===== src/rtl/alu16_reg.sv =====
// 16-bit MIPS-style execute-stage ALU with one cycle of output registering.
// Optional registered zero flag is enabled by defining ALU16_ZERO_FLAG_EN.
module alu16_reg #(
  parameter int unsigned WIDTH = 16
) (
  input  logic             clk,
  input  logic             rst,
  input  logic [WIDTH-1:0] a,
  input  logic [WIDTH-1:0] b,
  input  logic             cin,
  input  logic             ainvert,
  input  logic             bnegate,
  input  logic             less,
  input  logic [2:0]       op,
  output logic [WIDTH-1:0] result,
  output logic             cout,
  output logic             overflow
`ifdef ALU16_ZERO_FLAG_EN
  ,
  output logic             zero
`endif
);

  localparam logic [2:0] OP_AND  = 3'b000;
  localparam logic [2:0] OP_OR   = 3'b010;
  localparam logic [2:0] OP_XOR  = 3'b110;
  localparam logic [2:0] OP_ADD  = 3'b100;
  localparam logic [2:0] OP_SUB  = 3'b001;
  localparam logic [2:0] OP_SLT  = 3'b011;
  localparam logic [2:0] OP_LESS = 3'b111;

  logic [WIDTH-1:0] a_cond;
  logic [WIDTH-1:0] b_cond;
  logic             carry_in;
  logic [WIDTH:0]   sum_ext;
  logic [WIDTH-1:0] sum;
  logic             carry_out;
  logic             add_ovf;
  logic             set_lt;

  logic [WIDTH-1:0] result_d, result_q;
  logic             cout_d, cout_q;
  logic             overflow_d, overflow_q;

  // Operand conditioning and shared adder; subtract is ~b with carry-in forced high.
  always_comb begin
    a_cond    = ainvert ? ~a : a;
    b_cond    = bnegate ? ~b : b;
    carry_in  = cin | bnegate;
    sum_ext   = {1'b0, a_cond} + {1'b0, b_cond} + {{WIDTH{1'b0}}, carry_in};
    sum       = sum_ext[WIDTH-1:0];
    carry_out = sum_ext[WIDTH];
    add_ovf   = (a_cond[WIDTH-1] == b_cond[WIDTH-1]) && (sum[WIDTH-1] != a_cond[WIDTH-1]);
    set_lt    = sum[WIDTH-1] ^ add_ovf;
  end

  // Result select; unlisted op codes fall through to all-zero outputs.
  always_comb begin
    result_d   = '0;
    cout_d     = 1'b0;
    overflow_d = 1'b0;
    case (op)
      OP_AND:  result_d = a_cond & b_cond;
      OP_OR:   result_d = a_cond | b_cond;
      OP_XOR:  result_d = a_cond ^ b_cond;
      OP_ADD, OP_SUB: begin
        result_d   = sum;
        cout_d     = carry_out;
        overflow_d = add_ovf;
      end
      OP_SLT: begin
        result_d   = {{(WIDTH-1){1'b0}}, set_lt};
        cout_d     = carry_out;
        overflow_d = add_ovf;
      end
      OP_LESS: result_d = {{(WIDTH-1){1'b0}}, less};
      default: ;
    endcase
  end

  always_ff @(posedge clk) begin
    if (rst) begin
      result_q   <= '0;
      cout_q     <= 1'b0;
      overflow_q <= 1'b0;
    end else begin
      result_q   <= result_d;
      cout_q     <= cout_d;
      overflow_q <= overflow_d;
    end
  end

  assign result   = result_q;
  assign cout     = cout_q;
  assign overflow = overflow_q;

`ifdef ALU16_ZERO_FLAG_EN
  logic zero_d, zero_q;

  always_comb begin
    zero_d = (result_d == '0);
  end

  always_ff @(posedge clk) begin
    if (rst) zero_q <= 1'b0;
    else     zero_q <= zero_d;
  end

  assign zero = zero_q;
`endif

endmodule


===== config.mk =====
export PLATFORM = sky130hd
export DESIGN_NAME = alu16_reg
export DESIGN_NICKNAME = d
export VERILOG_FILES = /design/src/rtl/alu16_reg.sv
export SDC_FILE = /design/constraint.sdc
export NUM_CORES = 1
export LEC_CHECK = 0
export CAP_MARGIN = 15
export CORE_MARGIN = 3
export CORE_UTILIZATION = 55
export CTS_CLUSTER_DIAMETER = 120
export DETAILED_ROUTE_END_ITERATION = 8
export PLACE_DENSITY_LB_ADDON = 0.08
export SLEW_MARGIN = 10
export SYNTH_ARGS = -nofsm -noshare
export SYNTH_HDL_FRONTEND = slang
export SYNTH_SLANG_ARGS = --single-unit

===== constraint.sdc =====
create_clock -name clk -period 9 [get_ports clk]
set_input_delay 0.9 -clock clk [delete_from_list [all_inputs] [get_ports clk]]
set_output_delay 0.9 -clock clk [all_outputs]
set_load 0.01 [all_outputs]

==> impl_metrics.json, run 1 <==
{
  "antennaDiodeCount": 0,
  "top_usage_layer": "met2",
  "final_common_cell": "clkdlybuf4s50_1",
  "area_growth_pct": 25.1,
  "cp_max_fo": 17,
  "p_leak_nw": 1.48,
  "post_drt_via_cell_ratio": 5.72,
  "h-tree-depth": 1,
  "ys_types": 42,
  "grt_use_total": 0.225,
  "rows": 24,
  "slowest_stage": "clkdlybuf4s50_1",
  "critPathKind": "in -> reg",
  "power_w": 0.000413,
  "cp_cell_sequence": "clkdlybuf4s50_1, xor2_4, inv_1, ha_1, ha_1, a211o_1, a21oi_1, o21ai_0, a211oi_1, xor2_1, o22ai_1",
  "worstMarginPinSlew_ns": 1.13,
  "grt_pass1_vias": 2218,
  "yosys.area.top_type": "ha_1",
  "io_pins": 59,
  "dp_hpwl_mm": 4.48,
  "die_y_um": 73.9,
  "post_cts_buffers": 0,
  "port_buffers": 58,
  "seq_area_frac_synth": 0.142,
  "drive_gt1_frac": 0.0394,
  "initial_core_util": 0.575,
  "ys_warn_count": 0,
  "synth_top_area_frac": 0.158,
  "cp_num_buf_inv": 2,
  "hold_viol": 0,
  "ir_drop_mv": 0.0950,
  "synth_area_per_cell_um2": 7.57,
  "async_flop_share": 0,
  "layout_common_cells": "clkdlybuf4s50_1 (58), inv_1 (49), ha_1 (32)",
  "finalSetupViolCount": 0,
  "crit_top_cell": "ha_1",
  "drv_slew": 0,
  "max_freq_mhz": 242,
  "grt_max_degree": 35,
  "clk_transition_reported_paths_ns": 0.08,
  "antenna_found_initial": 0,
  "required_ns": 9.14,
  "drt-total-wl_mm": 6.04,
  "cts.sinks": 18,
  "core_area_um2": 4410,
  "vias": 2475,
  "cts_buffers": 3,
  "route.detailed.drc": 0,
  "maxCapViolations": 0,
  "rsz0062_at_grt": "false",
  "synthCells": 335,
  "synthesis.area_um2": 2540,
  "power.density_nw_per_um2": 130,
  "grt_remaining_overflow": 0,
  "grt_pass1_wl_mm": 9.91,
  "synth_fp_nets": 409,
  "cts_resized": 0,
  "cp-end-kind": "flip-flop",
  "cts-hold-fix-buffers": 0,
  "synth_ff_type": "dfxtp_1",
  "cts_buffer_depth": 2,
  "num-nets-final": 456,
  "start_kind": "input pin",
  "dr.pass1.iters": 4,
  "synth_area_leaders": "ha_1 (16%), dfxtp_1 (14%), xor2_1 (10%)",
  "ant_nets": 0,
  "fin_setup_tns_ns": 0,
  "wl_per_cell_um": 13.9,
  "status": "finished clean",
  "cp_top_family": "buffers and inverters",
  "use_met2": 0.390,
  "gp_congestion": 0.948,
  "critPathMaxStageDelay_ns": 1.22,
  "synth-edff-count": 0,
  "min_from": "rst",
  "slew_headroom": 0.246,
  "use_met3": 0.0301,
  "min_period_over_period": 0.460,
  "whs_endpoint": "result[1]$_SDFF_PP0_",
  "cts_tree": "done",
  "hold_path_depth": 3,
  "cp.arrival_ns": 4.28,
  "root_buffer": "clkbuf_8",
  "first_iter_violations": 140,
  "grtUsageMet1": 0.297,
  "hold_class": "in -> reg",
  "die_x_um": 73.9,
  "period_minus_slack_ns": 4.14,
  "ys_ff_latch": 18,
  "die_area_um2": 5460
}
## metrics by stage
stage          hold WS (ns)  utilization  setup WS [ns]  instance area, um^2  std cells
6_report               1.47        0.719           4.86                 3170        433
5_1_grt                1.50        0.719           4.56                 3170        433
4_1_cts                1.47        0.719           4.83                 3170        433
3_5_place_dp           1.64        0.706           4.55                 3120        429
3_3_place_gp           1.64        0.706           4.67                 3120        429
2_1_floorplan          1.10            -           5.54                 2540        335
## metal layers
layer,routed length [um],up-vias
met2,2960,107
met3,406,6
met5,0,-
li1,-,1232
met4,50,0
met1,2620,1130
## worst min-delay path, cell delays in order
cell and delay [ns]:
clkdlybuf4s50_1 0.55, a31o_2 0.18, nor2_1 0.05
## how the worst max path moves through the flow
stage            start                    end  slack [ns]  cells after the start
2_1_floorplan  ainvert   result[7]$_SDFF_PP0_        5.54                     10
3_3_place_gp   bnegate  result[14]$_SDFF_PP0_        4.67                     11
3_5_place_dp   bnegate  result[14]$_SDFF_PP0_        4.55                     11
4_1_cts        bnegate  result[14]$_SDFF_PP0_        4.83                     11
5_1_grt        bnegate  result[14]$_SDFF_PP0_        4.56                     11
6_report       bnegate  result[14]$_SDFF_PP0_        4.86                     11
## synth_stat cells (3+ instances only)
cell / number
xor2_1: 30
o21a_1: 4
nor3b_1: 5
dfxtp_1: 18
nor3_1: 6
a211oi_1: 6
buf_1: 3
ha_1: 32
mux2i_1: 14
a21o_1: 5
xnor2_1: 11
clkbuf_1: 14
or3_1: 4
nand2_1: 15
inv_1: 49
o22ai_1: 10
a31oi_1: 5
nor2_1: 22
nand3_1: 8
a22oi_1: 11
o21ai_0: 12
a21oi_1: 24
## registers in the layout (all words and copies together) (netlist names)
signal	flops
cout	1
overflow	1
result	16
## cells by family (layout without fill, tap and decap cells)
logic type,Yosys count,in the layout,synth area share
AND/OR/NAND/NOR,68,68,0.128
adder cells (fa/ha/maj),33,33,0.166
AO/OA/AOI/OAI,91,91,0.239
flip-flops,18,18,0.142
buffers and inverters,68,114,0.107
multiplexers,14,14,0.0553
XOR/XNOR,43,43,0.163
## power by group
part	switching [W]	internal [W]
logic	0.000136	0.000115
clock network	0.0000317	0.0000390
registers	0.00000247	0.0000892
## cell type report
| cell class | instances | area, um^2 |
|---|---|---|
| tap | 52 | 65.1 |
| sequential | 18 | 360 |
| inverter | 49 | 184 |
| multi-input combinational | 249 | 1910 |
| fill | 353 | 1240 |
| timing repair buffer | 61 | 603 |
| clock buffer | 4 | 55.1 |
No activity file was read; power rests on OpenSTA's default activity.
==> run 2, diff against run 1 <==
--- a/config.mk
+++ b/config.mk
@@ -7,7 +7,7 @@
 export LEC_CHECK = 0
 export CAP_MARGIN = 15
 export CORE_MARGIN = 3
-export CORE_UTILIZATION = 55
+export CORE_UTILIZATION = 46
 export CTS_CLUSTER_DIAMETER = 120
 export DETAILED_ROUTE_END_ITERATION = 8
 export PLACE_DENSITY_LB_ADDON = 0.08
==> constraint.sdc (replaced) <==
create_clock -name clk -period 3.4 [get_ports clk]
set_input_delay 0.34 -clock clk [delete_from_list [all_inputs] [get_ports clk]]
set_output_delay 0.34 -clock clk [all_outputs]
set_load 0.01 [all_outputs]
==> run 2 against run 1 <==
Effect of this change:
- count of clock-buffer cells in the layout unchanged
- design area up 2.4%
- cell count up 5.1%
- first-iteration DRC count down 4.3%
- worst hold slack worse by 0.57 ns
- non-clock buffer count up 4
- combinational power rose to 2.7 times the previous value
- sequential share of layout area down 0.27 points
- clock power rose to 2.8 times the previous value
- sequential power rose to 2.7 times the previous value
- critical path depth up 1
- largest cell class unchanged
- via count down 0.16%
==> impl_metrics.json, run 2 (same netlist as run 1, synthesis figures left out) <==
{
  "status": "finished clean",
  "hold_viol": 0,
  "drive_gt1_frac": 0.0494,
  "clk_transition_reported_paths_ns": 0.09,
  "fin_cells": 455,
  "grt_pass1_vias": 2360,
  "cts_buffers": 3,
  "cts_tree": "done",
  "cts_resized": 0,
  "vias": 2471,
  "wl_per_cell_um": 14.3,
  "critPathKind": "in -> reg",
  "hold_class": "in -> reg",
  "maxCapViolations": 0,
  "core_area_um2": 5200,
  "grtUsageMet1": 0.280,
  "port_buffers": 58,
  "die_y_um": 80.3,
  "io_pins": 59,
  "cp-end-kind": "flip-flop",
  "cp_cell_sequence": "clkdlybuf4s50_1, buf_12, xor2_4, inv_1, ha_1, ha_1, a211o_1, a21oi_1, o21ai_0, a211oi_1, xor2_1, o22ai_1",
  "crit_top_cell": "ha_1",
  "grt_pass1_wl_mm": 10.9,
  "critPathMaxStageDelay_ns": 0.50,
  "ant_nets": 0,
  "final_common_cell": "clkdlybuf4s50_1",
  "antennaDiodeCount": 0,
  "slew_headroom": 0.624,
  "fin_setup_tns_ns": 0,
  "dp_hpwl_mm": 5.00,
  "dr.pass1.iters": 4,
  "p_leak_nw": 1.51,
  "period_minus_slack_ns": 3.02,
  "grt_max_degree": 34,
  "top_usage_layer": "met2",
  "grt_use_total": 0.209,
  "layout_common_cells": "clkdlybuf4s50_1 (58), inv_1 (49), ha_1 (32)",
  "route.detailed.drc": 0,
  "rsz0062_at_grt": "false",
  "drt-total-wl_mm": 6.50,
  "final_util": 0.625,
  "dp_cells": 451,
  "finalSetupViolCount": 0,
  "die_x_um": 80.3,
  "gp_congestion": 0.865,
  "post_cts_buffers": 0,
  "required_ns": 3.54,
  "worstMarginPinSlew_ns": 0.564,
  "max_freq_mhz": 331,
  "slowest_stage": "clkdlybuf4s50_1",
  "timing.hold.ws_ns": 0.902,
  "num-nets-final": 460,
  "first_iter_violations": 134,
  "antenna_found_initial": 0,
  "min_period_over_period": 0.888,
  "initial_core_util": 0.487,
  "die_area_um2": 6440,
  "cp_max_fo": 17,
  "cts_buffer_depth": 2,
  "use_met3": 0.0235,
  "area_growth_pct": 28.2,
  "largest_reg_flops": 16,
  "root_buffer": "clkbuf_8",
  "cp.arrival_ns": 3.15,
  "whs_endpoint": "result[0]$_SDFF_PP0_",
  "post_drt_via_cell_ratio": 5.43,
  "cts-hold-fix-buffers": 0,
  "rows": 26,
  "use_met2": 0.360,
  "grt_remaining_overflow": 0,
  "drv_slew": 0,
  "start_kind": "input pin",
  "min_from": "rst",
  "power.density_nw_per_um2": 343,
  "cts.sinks": 18,
  "h-tree-depth": 1,
  "ir_drop_mv": 0.228,
  "hold_path_depth": 3
}
[run 2: area by class of cell]
type,count,area [um^2]
inverter,49,184
clock buffer,4,55.1
timing repair buffer,65,658
tap,70,87.6
sequential,18,360
multi-input combinational,249,1910
fill,479,1950
[run 2: metrics by stage]
stage / power [W] / instance area [um^2] / setup slack (ns)
2_1_floorplan: 0.000713 / 2540 / 0.500
3_5_place_dp: 0.000920 / 3200 / 0.102
3_3_place_gp: 0.000907 / 3200 / 0.223
6_report: 0.00112 / 3250 / 0.381
4_1_cts: 0.00112 / 3250 / 0.386
5_1_grt: 0.00120 / 3250 / 0.250
[run 2: critical path, delay by kind of cell]
family	cells	cell delay, ns
buffers and inverters	3	0.77
adders and majority gates	2	0.58
xor gates and xnor gates	2	0.37
AOI/OAI and AO/OA	5	1.09
[run 2: layer usage]
layer  wire length [um]  share of wire  up-vias
met3                375          0.058        6
met4                 57         0.0088        0
met5                  0              0        -
met1               2920           0.45     1135
li1                   -              -     1248
met2               3150           0.48       82
[run 2: report_power, final]
group,switching (W),internal (W),leakage (nW)
clock,0.0000918,0.000103,0.0288
sequential,0.00000654,0.000236,0.148
combinational,0.000368,0.000311,1.34
total,0.000466,0.000650,1.51
[run 2: worst max-delay path by stage]
stage | start | end | slack [ns] | depth (start not counted)
final | bnegate | result[14]$_SDFF_PP0_ | 0.38 | 12
after global routing | bnegate | result[14]$_SDFF_PP0_ | 0.25 | 12
after CTS | bnegate | result[14]$_SDFF_PP0_ | 0.39 | 12
after detailed placement | bnegate | result[14]$_SDFF_PP0_ | 0.10 | 12
after global placement | bnegate | result[14]$_SDFF_PP0_ | 0.22 | 12
after floorplan | ainvert | result[7]$_SDFF_PP0_ | 0.50 | 10
==> run 3, diff against run 2 <==
--- a/config.mk
+++ b/config.mk
@@ -10,6 +10,7 @@
 export CORE_UTILIZATION = 46
 export CTS_CLUSTER_DIAMETER = 120
 export DETAILED_ROUTE_END_ITERATION = 8
+export HOLD_SLACK_MARGIN = 0.1
 export PLACE_DENSITY_LB_ADDON = 0.08
 export SLEW_MARGIN = 10
 export SYNTH_ARGS = -nofsm -noshare
==> results of run 3 <==
No change in the layout: final DEF, timing and power equal those of run 2.
==> edit 1 (config.mk and constraints of run 2) <==
Add a define of `ALU16_ZERO_FLAG_EN`.
--- a/src/rtl/alu16_reg.sv
+++ b/src/rtl/alu16_reg.sv
@@ -1,4 +1,6 @@
 // 16-bit MIPS-style execute-stage ALU with one cycle of output registering.
 // Optional registered zero flag is enabled by defining ALU16_ZERO_FLAG_EN.
+`define ALU16_ZERO_FLAG_EN
+
 module alu16_reg #(
   parameter int unsigned WIDTH = 16
Formal check against the unedited RTL (old outputs only; new: zero): equivalent (Yosys induction, for registers that start in step).
==> edit 1 against run 2 <==
Total power up 14%. Largest cell class unchanged. Design area up 18%. Area after synthesis up 1.8%. Wire length up 17%. Highest routed layer unchanged. Worst setup slack worse by 200 ps. Core utilization up 10 points. Global-route usage up 2.8 points. Sequential cell count up 1.
==> edit 1: results (changes against run 2) <==
metric,value,unit,change
yosysUniqueCellTypes,52,,+24%
nFillCells,431,,-10%
synthesis.area_per_instance,7.62,µm²,+0.62%
synth_common_cells,"inv_1, nor2_1, ha_1",,
synth_area_leaders,"ha_1, dfxtp_1, xor2_1, inv_1, nor2_1",,
p_sw,495,µW,+6.3%
ctsLongestPathBuffers,2,,unchanged
tightestPinTransition,615,ps,+51.7 ps
drive_above_1_share,0.215,,+0.166
status,completed,,
drt_pass1_iterations,5,,+1
half_perimeter_wire_length_after_detailed_placement,6400,µm,+28%
cp.arrival,3400,ps,+250 ps
net_count_after_synthesis,413,,+0.98%
layout.nets,526,,+14%
routed_via_density,5.31,,-2.2%
grt_first_pass_wirelength,12100,µm,+11%
hold_path_depth,2,,-1
crit_path_max_incr_delay,470,ps,-30 ps
post_dp_cell_area,3670,µm²,+15%
globalplace.congestion,0.969,,+12%
vdd_drop_max,0.000277,V,+22%
yosys_warnings,0,,unchanged
postRouteWirelength,7590,µm,+17%
via_count_of_the_first_global_routing_pass,2544,,+7.8%
grt_start_max_net_pins,19,,-44%
path_clk_slew,60,ps,-30 ps
grt_util_all_layers,0.236,,+0.0276
drt_iter0_markers,205,,+53%
ys_seq_area_frac,0.147,,+0.00520
cp_max_fo,4,,-13
io_buffers,59,,+1.7%
leakagePower,0.00179,µW,+19%
edit 1: metal layers:
metal,vias up,global-route usage,wire [µm]
li1,1386,-,-
met1,1280,0.341,3600
met2,91,0.372,3460
met3,10,0.00887,417
met4,0,0.0878,123
met5,-,0,0
edit 1: cell type report:
class                           count  area, µm²  area share
Clock buffer                        3       41.3      0.0108
Clock inverter                      1       5.00     0.00131
Inverter                           45        169      0.0441
Multi-Input combinational cell    258       2040       0.533
Sequential cell                    19        380      0.0994
Tap cell                           70       87.6      0.0229
Timing Repair Buffer              125       1100       0.288
edit 1: stage by stage:
step / setup slack (ps) / util / instances
6_report: 180 / 0.726 / 521
5_1_grt: 2.14 / 0.726 / 521
4_1_cts: 72.9 / 0.706 / 520
3_5_place_dp: -182 / 0.697 / 516
3_3_place_gp: -145 / 0.697 / 516
2_1_floorplan: 63.3 / - / 339
edit 1: cell families after synthesis:
logic type	share of synthesized area
buffers and inverters	0.0945
AO/OA/AOI/OAI	0.222
XOR/XNOR	0.157
flip-flops	0.147
multiplexers	0.0271
AND/OR/NAND/NOR	0.189
adder cells (fa/ha/maj)	0.163
edit 1: power groups by stage:
| stage | Sequential [µW] | Combinational, µW | Clock (µW) |
|---|---|---|---|
| finish | 251 | 879 | 146 |
| global route | 252 | 963 | 160 |
| CTS | 251 | 839 | 150 |
| detailed placement | 256 | 835 | 0 |
| global placement | 255 | 832 | 0 |
| floorplan | 269 | 457 | 0 |
edit 1: critical path: cells and delay by family:
family | cells | cell delay (ps)
buffers and inverters | 4 | 880
AO/OA/AOI/OAI | 4 | 800
AND/OR/NAND/NOR | 3 | 630
adder cells (fa/ha/maj) | 2 | 590
XOR/XNOR | 1 | 150
edit 1: worst paths after layout:
kind  slack (ps)     from   endpoint
min         1050      rst  result[5]
max          180  bnegate       zero
==> edit 2 (settings of run 2) <==
Made on the original files. Register the input `b` before use, cleared by the reset. The logic sees it one clock later. The other inputs are not delayed to match.
--- a/src/rtl/alu16_reg.sv
+++ b/src/rtl/alu16_reg.sv
@@ -30,4 +30,14 @@
   localparam logic [2:0] OP_LESS = 3'b111;
 
+  logic [WIDTH-1:0] b_q;
+
+  always_ff @(posedge clk) begin
+    if (rst) begin
+      b_q <= '0;
+    end else begin
+      b_q <= b;
+    end
+  end
+
   logic [WIDTH-1:0] a_cond;
   logic [WIDTH-1:0] b_cond;
@@ -46,5 +56,5 @@
   always_comb begin
     a_cond    = ainvert ? ~a : a;
-    b_cond    = bnegate ? ~b : b;
+    b_cond    = bnegate ? ~b_q : b_q;
     carry_in  = cin | bnegate;
     sum_ext   = {1'b0, a_cond} + {1'b0, b_cond} + {{WIDTH{1'b0}}, carry_in};
Behaviour: not the same (Yosys sat finds a counterexample within 4 cycles, from zero or initial values and one cycle with rst high).
==> edit 2 against run 2 <==
Worst setup slack improved by 55 ps. Final cell count increased by 9.5%. Worst hold slack got worse by 310 ps. Total power increased by 31%. Sequential cell count increased by 16. Area after synthesis increased by 17%. Critical endpoint unchanged. Critical path type unchanged. Design area increased by 15%. Wire length increased by 8.0%.
==> edit 2: results (changes against run 2) <==
metric,value,unit,change
grt_antenna_before_repair,0,,unchanged
hold_path_depth,2,,-1
drt_pass1_iterations,5,,+1
leakagePower,0.00171,µW,+13%
post-place-ws,145,ps,+42.7 ps
dpl.cell_count,490,,+8.6%
gr-usage-met2,0.328,,-0.0326
htree_levels,2,,+1
clock_cell_area_share,0.0245,,+0.00759
vdd_drop_max,0.000233,V,+2.3%
grt.met3_usage,0.0314,,+0.00783
number_of_sequential_storage_elements,34,,+16
cts_inserted_buffers,5,,+2
nFillCells,575,,+20%
buf_share,0.177,,-0.0251
worst_hold_slack_after_final_layout,592,ps,-310 ps
slew_headroom,0.666,,+0.0418
yosys_warnings,0,,unchanged
drive_above_1_share,0.0544,,+0.00502
min_to,b_q[6],,
detailroute.wirelength.met2,3300,µm,+4.9%
grt_start_max_net_pins,36,,+5.9%
synth_compound_gate_area_share,0.202,,-0.0364
synth-xor-area-share,0.145,,-0.0178
net_count_after_synthesis,441,,+7.8%
finish.cell_count_without_fillers,498,,+9.5%
fp.dieArea,7450,µm²,+16%
routed_metal_1_wire_length,3220,µm,+10%
yosys-mux-area-fraction,0.0472,,-0.00804
routed_via_density,5.28,,-2.8%
globalplace.congestion,0.920,,+6.4%
cp.arrival,3110,ps,-40 ps
clock_buffer_count,7,,+3
timing.fmax,0.337,GHz,+1.9%
grt_util_all_layers,0.198,,-0.0111
area_of_the_multi_input_gates,2010,µm²,+5.5%
hold_start,b[6],,
postRouteWirelength,7030,µm,+8.0%
ys_seq_area_frac,0.229,,+0.0873
via_count_of_the_first_global_routing_pass,2569,,+8.9%
non_clock_buffer_count,67,,+3.1%
grt_first_pass_wirelength,11900,µm,+9.0%
drt_iter0_markers,142,,+6.0%
inverters,50,,+2.0%
wl_met3,447,µm,+19%
post_dp_cell_area,3630,µm²,+14%
cp_max_fo,4,,-13
synth_common_cells,"inv_1, dfxtp_1, ha_1",,
half_perimeter_wire_length_after_detailed_placement,5340,µm,+7.0%
yosys.area_share.adder,0.142,,-0.0241
yosysUniqueCellTypes,48,,+14%
status,completed,,
crit_path_max_incr_delay,640,ps,+140 ps
area.share.sequential,0.183,,+0.0719
met1_track_utilization_from_global_routing,0.267,,-0.0121
layout-area-overhead-vs-synth,25.5,%,
critical_path.top_delay_family,buffers and inverters,,
==> edit 2: cell types whose count changed in the layout (fill, tap and decap cells not counted), moves of 4 or more <==
| cell | run 2 | this run |
|---|---|---|
| dfxtp_1 | 18 | 34 |
| a211oi_1 | 6 | 2 |
| o21ai_0 | 12 | 17 |
| nor2b_1 | 1 | 17 |
==> edit 2: worst reg2reg max path: cells and delay by family, from the launching register on <==
| kind | cells | cell delay (ps) |
|---|---|---|
| AO/OA/AOI/OAI | 5 | 820 |
| adder cells (fa/ha/maj) | 2 | 590 |
| XOR/XNOR | 2 | 470 |
| buffers and inverters | 2 | 230 |
| flip-flops | 1 | 400 |
==> edit 2: report_power, final <==
| group | switching, µW | internal, µW | total, µW |
|---|---|---|---|
| combinational | 368 | 325 | 693 |
| clock | 156 | 164 | 320 |
| sequential | 12.7 | 434 | 446 |
| total | 537 | 922 | 1460 |
